**src/rtl/gelato_operand_collector_pkg.sv**
```systemverilog
// Shared types for the operand collector: instruction, collector entry,
// register-file request tag and the warp-wide operand word.
package gelato_operand_collector_pkg;
   localparam int COLLECTOR_NUM = 4;
   localparam int THREAD_NUM    = 4;
   localparam int DATA_WIDTH    = 8;
   localparam int WARP_W        = 3;
   localparam int REG_W         = 5;
   localparam int CIDX_W        = $clog2(COLLECTOR_NUM);

   typedef logic [WARP_W-1:0] warp_num_t;
   typedef logic [REG_W-1:0]  reg_num_t;
   typedef logic [1:0]        rs_num_t;
   typedef logic [CIDX_W-1:0] collector_num_t;
   typedef logic [THREAD_NUM-1:0][DATA_WIDTH-1:0] warp_reg_t;

   typedef struct packed {
      warp_num_t  warp;
      logic [7:0] opcode;
      reg_num_t   rd;
      reg_num_t   rs1;
      reg_num_t   rs2;
      reg_num_t   rs3;
   } inst_t;

   typedef struct packed {
      logic      valid;
      inst_t     inst;
      reg_num_t  rs1;
      reg_num_t  rs2;
      reg_num_t  rs3;
      warp_reg_t rs_data1;
      warp_reg_t rs_data2;
      warp_reg_t rs_data3;
      logic      rs_valid1;
      logic      rs_valid2;
      logic      rs_valid3;
   } collector_entry_t;

   // Slot numbering is 1..3 for rs1..rs3; 0 never appears on a live tag.
   typedef struct packed {
      collector_num_t entry;
      rs_num_t        slot;
   } rf_tag_t;

   function automatic reg_num_t inst_rs(inst_t i, int k);
      case (k)
         0:       return i.rs1;
         1:       return i.rs2;
         default: return i.rs3;
      endcase
   endfunction
endpackage

```
**src/rtl/gelato_operand_collector_if.sv**
```systemverilog
// Issue, register-file request/response and dispatch signals of the collector.
interface gelato_operand_collector_if;
   import gelato_operand_collector_pkg::*;

   logic             inst_valid;
   logic             inst_ready;
   inst_t            inst;
   logic             rf_req_valid;
   logic             rf_req_ready;
   warp_num_t        rf_req_warp;
   reg_num_t         rf_req_reg;
   rf_tag_t          rf_req_tag;
   logic             rf_rsp_valid;
   rf_tag_t          rf_rsp_tag;
   warp_reg_t        rf_rsp_data;
   logic             disp_valid;
   logic             disp_ready;
   collector_entry_t disp_entry;

   modport slave (
      input  inst_valid, inst, rf_req_ready, rf_rsp_valid, rf_rsp_tag, rf_rsp_data, disp_ready,
      output inst_ready, rf_req_valid, rf_req_warp, rf_req_reg, rf_req_tag, disp_valid, disp_entry
   );

   modport master (
      output inst_valid, inst, rf_req_ready, rf_rsp_valid, rf_rsp_tag, rf_rsp_data, disp_ready,
      input  inst_ready, rf_req_valid, rf_req_warp, rf_req_reg, rf_req_tag, disp_valid, disp_entry
   );
endinterface

```
**src/rtl/gelato_operand_collector_rr_arbiter.sv**
```systemverilog
// Round-robin arbiter: first requester at or after ptr_i (wrapping) wins.
module gelato_rr_arbiter #(
   parameter int N = 4,
   localparam int IW = $clog2(N)
) (
   input  logic [N-1:0]  req_i,
   input  logic [IW-1:0] ptr_i,
   output logic [N-1:0]  grant_o,
   output logic [IW-1:0] idx_o,
   output logic          any_o
);
   always_comb begin
      grant_o = '0;
      idx_o   = '0;
      any_o   = 1'b0;
      for (int i = 0; i < N; i++) begin
         if (!any_o && req_i[ptr_i + IW'(i)]) begin
            any_o = 1'b1;
            idx_o = ptr_i + IW'(i);
         end
      end
      grant_o[idx_o] = any_o;
   end
endmodule

```
**src/rtl/gelato_operand_collector.sv**
```systemverilog
// Operand collector: buffers issued instructions, fetches rs1..rs3 through one
// tagged register-file port and dispatches complete entries round-robin.
module gelato_operand_collector
   import gelato_operand_collector_pkg::*;
(
   input logic clk,
   input logic rst_n,
   gelato_operand_collector_if.slave bus
);
   localparam int N = COLLECTOR_NUM;

   logic [N-1:0]      valid_q, valid_d;
   logic [N-1:0][2:0] pend_q, pend_d, rsv_q, rsv_d;
   inst_t             inst_q [N];
   warp_reg_t         data_q [N][3];
   collector_num_t    req_ptr_q, req_ptr_d, disp_ptr_q, disp_ptr_d;
   logic              req_lock_q, req_lock_d, disp_lock_q, disp_lock_d;
   collector_num_t    req_lock_idx_q, req_lock_idx_d, disp_lock_idx_q, disp_lock_idx_d;

   logic              alloc_any;
   collector_num_t    alloc_idx;
   logic [N-1:0]      req_elig, disp_elig, req_arb_in, disp_arb_in;
   logic [N-1:0]      req_gnt, disp_gnt;
   collector_num_t    req_idx, disp_idx;
   logic              req_any, disp_any;
   logic [2:0]        wait_mask;
   rs_num_t           req_slot, req_k, rsp_k;
   reg_num_t          req_reg;
   logic              alloc_hs, req_hs, disp_hs, rsp_ok;

   always_comb begin
      alloc_any = 1'b0;
      alloc_idx = '0;
      for (int e = N-1; e >= 0; e--) begin
         if (!valid_q[e]) begin
            alloc_any = 1'b1;
            alloc_idx = collector_num_t'(e);
         end
      end
   end

   always_comb begin
      req_elig  = '0;
      disp_elig = '0;
      for (int e = 0; e < N; e++) begin
         req_elig[e]  = valid_q[e] && ((~rsv_q[e] & ~pend_q[e]) != 3'b000);
         disp_elig[e] = valid_q[e] && (&rsv_q[e]);
      end
   end

   // An offer not yet accepted pins the arbiter to that entry so the bus holds steady.
   assign req_arb_in  = req_lock_q  ? ({{(N-1){1'b0}}, 1'b1} << req_lock_idx_q)  : req_elig;
   assign disp_arb_in = disp_lock_q ? ({{(N-1){1'b0}}, 1'b1} << disp_lock_idx_q) : disp_elig;

   gelato_rr_arbiter #(.N(N)) u_req_arb (
      .req_i(req_arb_in), .ptr_i(req_ptr_q), .grant_o(req_gnt), .idx_o(req_idx), .any_o(req_any)
   );

   gelato_rr_arbiter #(.N(N)) u_disp_arb (
      .req_i(disp_arb_in), .ptr_i(disp_ptr_q), .grant_o(disp_gnt), .idx_o(disp_idx), .any_o(disp_any)
   );

   always_comb begin
      wait_mask = req_any ? (~rsv_q[req_idx] & ~pend_q[req_idx]) : 3'b000;
      req_slot  = '0;
      req_reg   = '0;
      for (int k = 2; k >= 0; k--) begin
         if (wait_mask[k]) begin
            req_slot = rs_num_t'(k + 1);
            req_reg  = inst_rs(inst_q[req_idx], k);
         end
      end
   end

   assign req_k           = req_slot - 2'd1;
   assign rsp_k           = bus.rf_rsp_tag.slot - 2'd1;
   assign bus.inst_ready  = alloc_any;
   assign bus.rf_req_valid = req_any;
   assign bus.rf_req_warp = req_any ? inst_q[req_idx].warp : '0;
   assign bus.rf_req_reg  = req_reg;
   assign bus.rf_req_tag  = req_any ? {req_idx, req_slot} : '0;
   assign bus.disp_valid  = disp_any;

   always_comb begin
      bus.disp_entry = '0;
      if (disp_any) begin
         bus.disp_entry.valid     = 1'b1;
         bus.disp_entry.inst      = inst_q[disp_idx];
         bus.disp_entry.rs1       = inst_q[disp_idx].rs1;
         bus.disp_entry.rs2       = inst_q[disp_idx].rs2;
         bus.disp_entry.rs3       = inst_q[disp_idx].rs3;
         bus.disp_entry.rs_data1  = data_q[disp_idx][0];
         bus.disp_entry.rs_data2  = data_q[disp_idx][1];
         bus.disp_entry.rs_data3  = data_q[disp_idx][2];
         bus.disp_entry.rs_valid1 = rsv_q[disp_idx][0];
         bus.disp_entry.rs_valid2 = rsv_q[disp_idx][1];
         bus.disp_entry.rs_valid3 = rsv_q[disp_idx][2];
      end
   end

   assign alloc_hs = bus.inst_valid && alloc_any;
   assign req_hs   = req_any && bus.rf_req_ready;
   assign disp_hs  = disp_any && bus.disp_ready;
   // Responses to slots that are not pending (stale or bogus tags) are dropped.
   assign rsp_ok   = bus.rf_rsp_valid && (bus.rf_rsp_tag.slot != 2'd0) &&
                     valid_q[bus.rf_rsp_tag.entry] && pend_q[bus.rf_rsp_tag.entry][rsp_k];

   always_comb begin
      valid_d         = valid_q;
      pend_d          = pend_q;
      rsv_d           = rsv_q;
      req_ptr_d       = req_hs ? req_idx + 1'b1 : req_ptr_q;
      disp_ptr_d      = disp_hs ? disp_idx + 1'b1 : disp_ptr_q;
      req_lock_d      = req_any && !bus.rf_req_ready;
      req_lock_idx_d  = req_idx;
      disp_lock_d     = disp_any && !bus.disp_ready;
      disp_lock_idx_d = disp_idx;
      for (int e = 0; e < N; e++) begin
         if (alloc_hs && alloc_idx == collector_num_t'(e)) begin
            valid_d[e] = 1'b1;
            pend_d[e]  = 3'b000;
            rsv_d[e]   = {bus.inst.rs3 == '0, bus.inst.rs2 == '0, bus.inst.rs1 == '0};
         end
         if (disp_hs && disp_gnt[e]) valid_d[e] = 1'b0;
         if (req_hs && req_gnt[e]) pend_d[e][req_k] = 1'b1;
         if (rsp_ok && bus.rf_rsp_tag.entry == collector_num_t'(e)) begin
            pend_d[e][rsp_k] = 1'b0;
            rsv_d[e][rsp_k]  = 1'b1;
         end
      end
   end

   always_ff @(posedge clk or negedge rst_n) begin
      if (!rst_n) begin
         valid_q         <= '0;
         pend_q          <= '0;
         rsv_q           <= '0;
         req_ptr_q       <= '0;
         disp_ptr_q      <= '0;
         req_lock_q      <= 1'b0;
         disp_lock_q     <= 1'b0;
         req_lock_idx_q  <= '0;
         disp_lock_idx_q <= '0;
      end else begin
         valid_q         <= valid_d;
         pend_q          <= pend_d;
         rsv_q           <= rsv_d;
         req_ptr_q       <= req_ptr_d;
         disp_ptr_q      <= disp_ptr_d;
         req_lock_q      <= req_lock_d;
         disp_lock_q     <= disp_lock_d;
         req_lock_idx_q  <= req_lock_idx_d;
         disp_lock_idx_q <= disp_lock_idx_d;
      end
   end

   // Operand storage is qualified by the control bits above and needs no reset.
   always_ff @(posedge clk) begin
      if (alloc_hs) begin
         inst_q[alloc_idx] <= bus.inst;
         for (int k = 0; k < 3; k++) data_q[alloc_idx][k] <= '0;
      end
      if (rsp_ok) data_q[bus.rf_rsp_tag.entry][rsp_k] <= bus.rf_rsp_data;
   end
endmodule

```
**src/flat_wrapper.sv**
```systemverilog
// flat-port wrapper written by rule: the top's interface ports become plain ports
module gelato_operand_collector_flat import gelato_operand_collector_pkg::*;
  (clk, rst_n, bus_inst_valid, bus_inst, bus_rf_req_ready, bus_rf_rsp_valid, bus_rf_rsp_tag, bus_rf_rsp_data, bus_disp_ready, bus_inst_ready, bus_rf_req_valid, bus_rf_req_warp, bus_rf_req_reg, bus_rf_req_tag, bus_disp_valid, bus_disp_entry);
  gelato_operand_collector_if bus_i ();
  input logic clk;
  input logic rst_n;
  input wire logic [$bits(bus_i.inst_valid)-1:0] bus_inst_valid;
  input wire logic [$bits(bus_i.inst)-1:0] bus_inst;
  input wire logic [$bits(bus_i.rf_req_ready)-1:0] bus_rf_req_ready;
  input wire logic [$bits(bus_i.rf_rsp_valid)-1:0] bus_rf_rsp_valid;
  input wire logic [$bits(bus_i.rf_rsp_tag)-1:0] bus_rf_rsp_tag;
  input wire logic [$bits(bus_i.rf_rsp_data)-1:0] bus_rf_rsp_data;
  input wire logic [$bits(bus_i.disp_ready)-1:0] bus_disp_ready;
  output wire logic [$bits(bus_i.inst_ready)-1:0] bus_inst_ready;
  output wire logic [$bits(bus_i.rf_req_valid)-1:0] bus_rf_req_valid;
  output wire logic [$bits(bus_i.rf_req_warp)-1:0] bus_rf_req_warp;
  output wire logic [$bits(bus_i.rf_req_reg)-1:0] bus_rf_req_reg;
  output wire logic [$bits(bus_i.rf_req_tag)-1:0] bus_rf_req_tag;
  output wire logic [$bits(bus_i.disp_valid)-1:0] bus_disp_valid;
  output wire logic [$bits(bus_i.disp_entry)-1:0] bus_disp_entry;
  assign bus_i.inst_valid = bus_inst_valid;
  assign bus_i.inst = bus_inst;
  assign bus_i.rf_req_ready = bus_rf_req_ready;
  assign bus_i.rf_rsp_valid = bus_rf_rsp_valid;
  assign bus_i.rf_rsp_tag = bus_rf_rsp_tag;
  assign bus_i.rf_rsp_data = bus_rf_rsp_data;
  assign bus_i.disp_ready = bus_disp_ready;
  assign bus_inst_ready = bus_i.inst_ready;
  assign bus_rf_req_valid = bus_i.rf_req_valid;
  assign bus_rf_req_warp = bus_i.rf_req_warp;
  assign bus_rf_req_reg = bus_i.rf_req_reg;
  assign bus_rf_req_tag = bus_i.rf_req_tag;
  assign bus_disp_valid = bus_i.disp_valid;
  assign bus_disp_entry = bus_i.disp_entry;
  gelato_operand_collector u_core (.clk(clk), .rst_n(rst_n), .bus(bus_i));
endmodule
```
**config.mk**
```make
export PLATFORM = sky130hd
export DESIGN_NAME = gelato_operand_collector_flat
export DESIGN_NICKNAME = d
export VERILOG_FILES = /design/src/rtl/gelato_operand_collector_pkg.sv /design/src/rtl/gelato_operand_collector_if.sv /design/src/rtl/gelato_operand_collector_rr_arbiter.sv /design/src/rtl/gelato_operand_collector.sv /design/src/flat_wrapper.sv
export SDC_FILE = /design/constraint.sdc
export NUM_CORES = 1
export LEC_CHECK = 0
export BUFFER_PORTS_ARGS = -buffer_cell sky130_fd_sc_hd__buf_2
export CORE_MARGIN = 2
export CORE_UTILIZATION = 30
export CTS_BUF_LIST = sky130_fd_sc_hd__clkbuf_4 sky130_fd_sc_hd__clkbuf_8 sky130_fd_sc_hd__clkbuf_16
export DETAILED_ROUTE_END_ITERATION = 8
export GPL_TIMING_DRIVEN = 1
export PLACE_DENSITY = 0.51
export SLEW_MARGIN = 0
export SYNTH_ARGS = -nofsm -noshare
export SYNTH_HDL_FRONTEND = slang
export SYNTH_SLANG_ARGS = --single-unit
```
**constraint.sdc**
```tcl
create_clock -name clk -period 5.4 [get_ports clk]
set_clock_uncertainty 0.2 [all_clocks]
set_input_delay 0.27 -clock clk [delete_from_list [all_inputs] [get_ports clk]]
set_output_delay 0.27 -clock clk [all_outputs]
set_load 0.02 [all_outputs]
```
Yosys cells after proc, flatten, opt, wreduce, memory -nomap -nowiden
Memory sizes are Yosys's and may differ from the RTL's.
Index checks and enable logic that the tools add are counted.
Widths: inputs -> output; s select.
Storage, ports and cells
  register bits: 38
  RAM bits: 508
  bits of input ports: 73
  output and inout port bits: 161
  logic and storage cells: 263
  memories: 2
Cells by class
  add/sub/neg operators: 10
  $lt $le $gt $ge: 19
  equality and inequality tests: 6
  shift-type cells: 2
  muxes and demuxes: 106
  bitwise operators: 31
  reduce and logical (&&, ||, !) cells: 69
Memory list
  u_core.data_q: words 4, width 96, read ports 1, clocked after Yosys merged registers in 0, write ports 2, RTL line gelato_operand_collector.sv:15  | warp_reg_t data_q [N][3];
  u_core.inst_q: words 4, width 31, read ports 2, clocked after Yosys merged registers in 0, write ports 1, RTL line gelato_operand_collector.sv:14  | inst_t inst_q [N];
Operators by type and width (count)
  $mux 146: 1
  $mux 96: 1
  $mux 3: 26
  $demux 32 s2: 1
  $logic_and 1x1->1: 43
  $lt 2x3->1 const B: 13
  $mux 1: 37
  $not 3->3: 11
  $mux 32: 1
  $mux 2: 15
  $and 3x3->3: 9
  $bmux 3 s2: 4
  $or 3x3->3: 8
  $bmux 1 s2: 10
  $logic_not 5->1: 3
  $mux 5: 3
  $mux 4: 3
  $reduce_and 3->1: 4
  $reduce_bool 3->1: 4
  $reduce_bool 2->1: 5
  $add 2x1->2 const B: 4
  $add 2x2->2 const B: 4
  $and 4x4->4: 2
  $demux 1 s2: 4
  10 further kinds: 27

Longest topological paths before layout
  depth after elaboration: 34
  mapped depth: 12

Hierarchy
From an unflattened synthesis, not the netlist that was laid out.
Second synthesis, totals
  cells, all modules: 1732
  area total of the unflattened synthesis: 24502.2 µm²
Modules (own cells, without submodules)
  gelato_operand_collector: instances 1, cells each 1668, area an instance 24136.9 µm²
  gelato_rr_arbiter: instances 2, cells each 32, area an instance 182.7 µm²

Least setup slack after synthesis
Ideal clock, no wire load.
  path type: reg-to-reg
  start: register u_core.valid_q[0]
  end: memory u_core.data_q[3][32] (netlist name), enable pin
  arrival: 3629 ps
  data required time: 4734 ps
  slack: 1105 ps
  stages on the path, launching flop included: 7
  buffers on the path: 1
  clock period less this slack: 4295 ps
  cells stage by stage: dfrtp_1 clkbuf_2 mux4_2 o2111ai_1 nor3_1 nand2_1 o21ai_0
RTL lines
  from (decl): RTL line gelato_operand_collector.sv:12  | logic [N-1:0] valid_q, valid_d;
  from (signal assigned): RTL line gelato_operand_collector.sv:145  | valid_q <= valid_d;
  to (decl): RTL line gelato_operand_collector.sv:15

Worst setup path after layout
  start: register u_core.req_lock_q
  end: output port bus_rf_req_reg[2]
Between the ends
  word-level cells in the longest chain between the ends: 21
  elaborated cells between the ends (all ways): 35
  classes of those cells: mux: 25; bitwise: 3; reduce/logical: 6; memory: 1
RTL lines
  from (decl): RTL line gelato_operand_collector.sv:17  | logic req_lock_q, req_lock_d, disp_lock_q, disp_lock_d;
  from (signal assigned): RTL line gelato_operand_collector.sv:150  | req_lock_q <= req_lock_d;
  $mux 4 (*): RTL line gelato_operand_collector.sv:52  | assign req_arb_in = req_lock_q ? ({{(N-1){1'b0}}, 1'b1} << req_lock_idx_q) : req_elig;
  $bmux 1 s2: RTL line gelato_operand_collector_rr_arbiter.sv:17  | if (!any_o && req_i[ptr_i + IW'(i)]) begin
  $mux 1 (implied by the code): RTL line gelato_operand_collector_rr_arbiter.sv:17
  $mux 1: RTL line gelato_operand_collector_rr_arbiter.sv:17
  $logic_not 1->1: RTL line gelato_operand_collector_rr_arbiter.sv:17
  $logic_and 1x1->1: RTL line gelato_operand_collector_rr_arbiter.sv:17
  $mux 1: RTL line gelato_operand_collector_rr_arbiter.sv:17
  $logic_not 1->1: RTL line gelato_operand_collector_rr_arbiter.sv:17
  (+4 left out)
  $mux 2: RTL line gelato_operand_collector_rr_arbiter.sv:17
  $bmux 3 s2: RTL line gelato_operand_collector.sv:64  | wait_mask = req_any ? (~rsv_q[req_idx] & ~pend_q[req_idx]) : 3'b000;
  $mux 3 (implied by the code): RTL line gelato_operand_collector.sv:64
  $not 3->3: RTL line gelato_operand_collector.sv:64
  $and 3x3->3: RTL line gelato_operand_collector.sv:64
  $mux 3: RTL line gelato_operand_collector.sv:64
  $mux 5 (2 in a row): RTL line gelato_operand_collector.sv:68  | if (wait_mask[k]) begin
  $mux 5 (*): RTL line gelato_operand_collector.sv:68
  to (decl): RTL line flat_wrapper.sv:17  | output wire logic [$bits(bus_i.rf_req_reg)-1:0] bus_rf_req_reg;
Every way passes the cells marked *; elsewhere a longest branch is shown, timed or not. The select of a mux whose other input is x is not followed.

==> results_dict.tcl <==
set metrics [dict create \
    status "finished clean" \
    yosys.area.top_type "edfxtp_1" \
    cp-end-kind "output pin" \
    die-area_um2 87140 \
    rsz0062_at_grt "false" \
    grt_max_degree 73 \
    fp.dieW_um 295.2 \
    cts_tree "yes" \
    via_per_inst 4.822 \
    gp_congestion 0.8824 \
    wl_per_cell_um 23.33 \
    leakage_nw 11.26 \
    r2r_cells 7 \
    fillers 8071 \
    cp.depth 10 \
    synth_top_area_share_pct 59.96 \
    final.setup.tns_ns 0 \
    yosysMostFrequentCell "and2_1" \
    syn_inst 1707 \
    design.core.area_um2 83820 \
    synth_edf_count 508 \
    drive_above_1_share_pct 28.27 \
    async_flop_share_pct 6.960 \
    ctsLongestPathBuffers 3 \
    post-cts-setup-buffers 0 \
    crit_family "compound AO/OA/AOI/OAI gates" \
    maxCapViolCount 0 \
    report.final.slew_viol_count 0 \
    netlist_area_um2 25440 \
    period_share_pct 84.41 \
    synth_seq_cells 546 \
    finalWorstSetupSlack_ns 0.8417 \
    crit_type "reg2out" \
    whs_path_depth 4 \
    nets 2041 \
    synth.distinct_cells 66 \
    grt_pass1_vias 16210 \
    ctsHoldBuffers 67 \
    port_buffers 233 \
    clk_latency_ns 0.64 \
    max_freq_ghz 0.2194 \
    worstReg2RegStart "u_core.valid_q[0]" \
    cp-start-kind "flop" \
    crit_buf_inv 2 \
    grt_pass1_wl_um 107600 \
    preCtsSetupSlack_ns 1.514 \
    clock_sinks 546 \
    start_util_pct 30.35 \
    vdd_drop_max_mv 0.4841 \
    ant_nets 0 \
    cts_resized 0 \
    worst_pin_slew_ns 1.203 \
    holdCritStartpoint "bus_rf_rsp_tag[2]" \
    whs_ns 0.08195 \
    area_delta_synth_final_pct 20.13 \
    synthTopCellsByCount "and2_1, edfxtp_1, mux4_2" \
    crit_slowest_cell "dfrtp_1" \
    drt_first_pass_iters 5 \
    synthFlopType "edfxtp_1" \
    wl_um 73360 \
    min_path_type "in2reg" \
    crit_arrival_ns 4.09 \
    min_period_ns 4.558 \
    rrSetupSlack_ns 1.62 \
    gr-total-overflow 0 \
    crit_chain "and2b_1 -> o221ai_1 -> and4b_4 -> o21a_4 -> inv_1 -> o311ai_4 -> o21a_1 -> nand4_1 -> o211ai_2 -> buf_2" \
    final-setup-viol-count 0 \
    crit_required_ns 4.93 \
    antenna_found_initial 7 \
    seq_area_frac_synth_pct 63.70 \
    final_cells 3144 \
    synth_area_leaders "edfxtp_1, and2_1, mux4_2" \
    cts_root_buffer "clkbuf_16" \
    cts_buffers 61 \
    dp.cells 2960 \
    grt_use_total_pct 16.88 \
    drcViolationCount 0 \
    hold_end "u_core.rsv_q[2]" \
    first_iter_violations 1236 \
    ys.warnings.count 0 \
    power_density_nw_per_um2 479.2 \
    vias 15160 \
    syn_area_per_cell_um2 14.90 \
    htree_levels 2 \
    crit_path_max_fanout 24 \
    slowest_delay_ns 0.52 \
    slew-limit-headroom_pct 19.70 \
    num_rows 106 \
    rr_endpoint "u_core.data_q[1][75]" \
    pin_count 234 \
    hold_viol 0 \
    dp.final_hpwl_um 44620 \
    mappedNetlistNets 1792 \
    die_h_um 295.2 \
    clkTransAtPathRegs_ns 0.06 \
]
## cells in the final DEF (no fill, tap or decap), types with 20 or more instances in the layout
cell and count:
buf_4 34, edfxtp_1 508, and2_1 515, buf_2 233
mux4_2 135, nand2_1 81, clkbuf_16 62, nor2_1 49
dfrtp_1 38, dlygate4sd3_1 67, nand3_1 20
## kinds of logic after synthesis
family,count (synthesis),synth area share (%)
buf+inv,172,3.335
mux,146,12.44
fa+ha+maj,12,0.5902
compound gates,98,3.167
simple gates,732,16.73
xor+xnor,1,0.03443
flops,546,63.70
## tightest hold or removal path: stages
cell and delay [ns]:
buf_2 0.29, nor3_2 0.10, inv_1 0.11, o211ai_1 0.09
## area by class of cell
| cell class | instances | area [um2] | area share [%] |
|---|---|---|---|
| sequential | 546 | 16210 | 53.03 |
| multi-input combinational | 989 | 8539 | 27.94 |
| timing repair buffer | 337 | 2152 | 7.042 |
| clock buffer | 76 | 1663 | 5.441 |
| tap | 1134 | 1419 | 4.643 |
| clock inverter | 40 | 498.0 | 1.629 |
| inverter | 21 | 81.33 | 0.2661 |
| antenna | 1 | 2.502 | 0.008188 |
## state kept, by name (all words and copies together), names as in the netlist
| register | cells |
|---|---|
| u_core.data_q | 384 |
| u_core.disp_lock_idx_q | 2 |
| u_core.disp_lock_q | 1 |
| u_core.disp_ptr_q | 2 |
| u_core.inst_q | 124 |
| u_core.pend_q | 12 |
| u_core.req_lock_idx_q | 2 |
| u_core.req_lock_q | 1 |
| u_core.req_ptr_q | 2 |
| u_core.rsv_q | 12 |
| u_core.valid_q | 4 |
## through the flow
stage               power, mW  utilization [%]  area (um2)
floorplan               8.722                -       25440
global placement        10.33            33.08       27730
detailed placement      10.35            33.08       27730
CTS                     14.86            36.46       30560
global route            15.38            36.46       30560
finish                  14.64            36.46       30560
## worst max path at each step
| stage | to | slack, ns | startpoint |
|---|---|---|---|
| CTS | bus_rf_req_reg[2] | 0.79 | u_core.req_lock_q |
| global placement | u_core.data_q[1][78] | 1.57 | bus_rf_rsp_tag[3] |
| finish | bus_rf_req_reg[2] | 0.84 | u_core.req_lock_q |
| detailed placement | bus_rf_req_reg[2] | 1.51 | u_core.req_lock_q |
| global route | bus_rf_req_reg[1] | 0.56 | u_core.req_lock_q |
| floorplan | u_core.data_q[3][32] | 1.11 | u_core.valid_q[0] |
## report_power, final
group          internal [mW]  switching (mW)  total (mW)
clock network           2.67            1.75        4.42
logic                   1.76            3.24        5.00
registers               4.99           0.233        5.23
total                   9.42            5.22        14.6
## per-layer routing
metal / up-vias / GRT usage, % / share of wire, %
met5: - / 0 / 0.075
met4: 8 / 3.838 / 2.0
met3: 111 / 3.195 / 6.1
met2: 532 / 29.49 / 50
met1: 7765 / 21.67 / 41
li1: 6743 / - / -
Power figures use the tool's default switching activity.
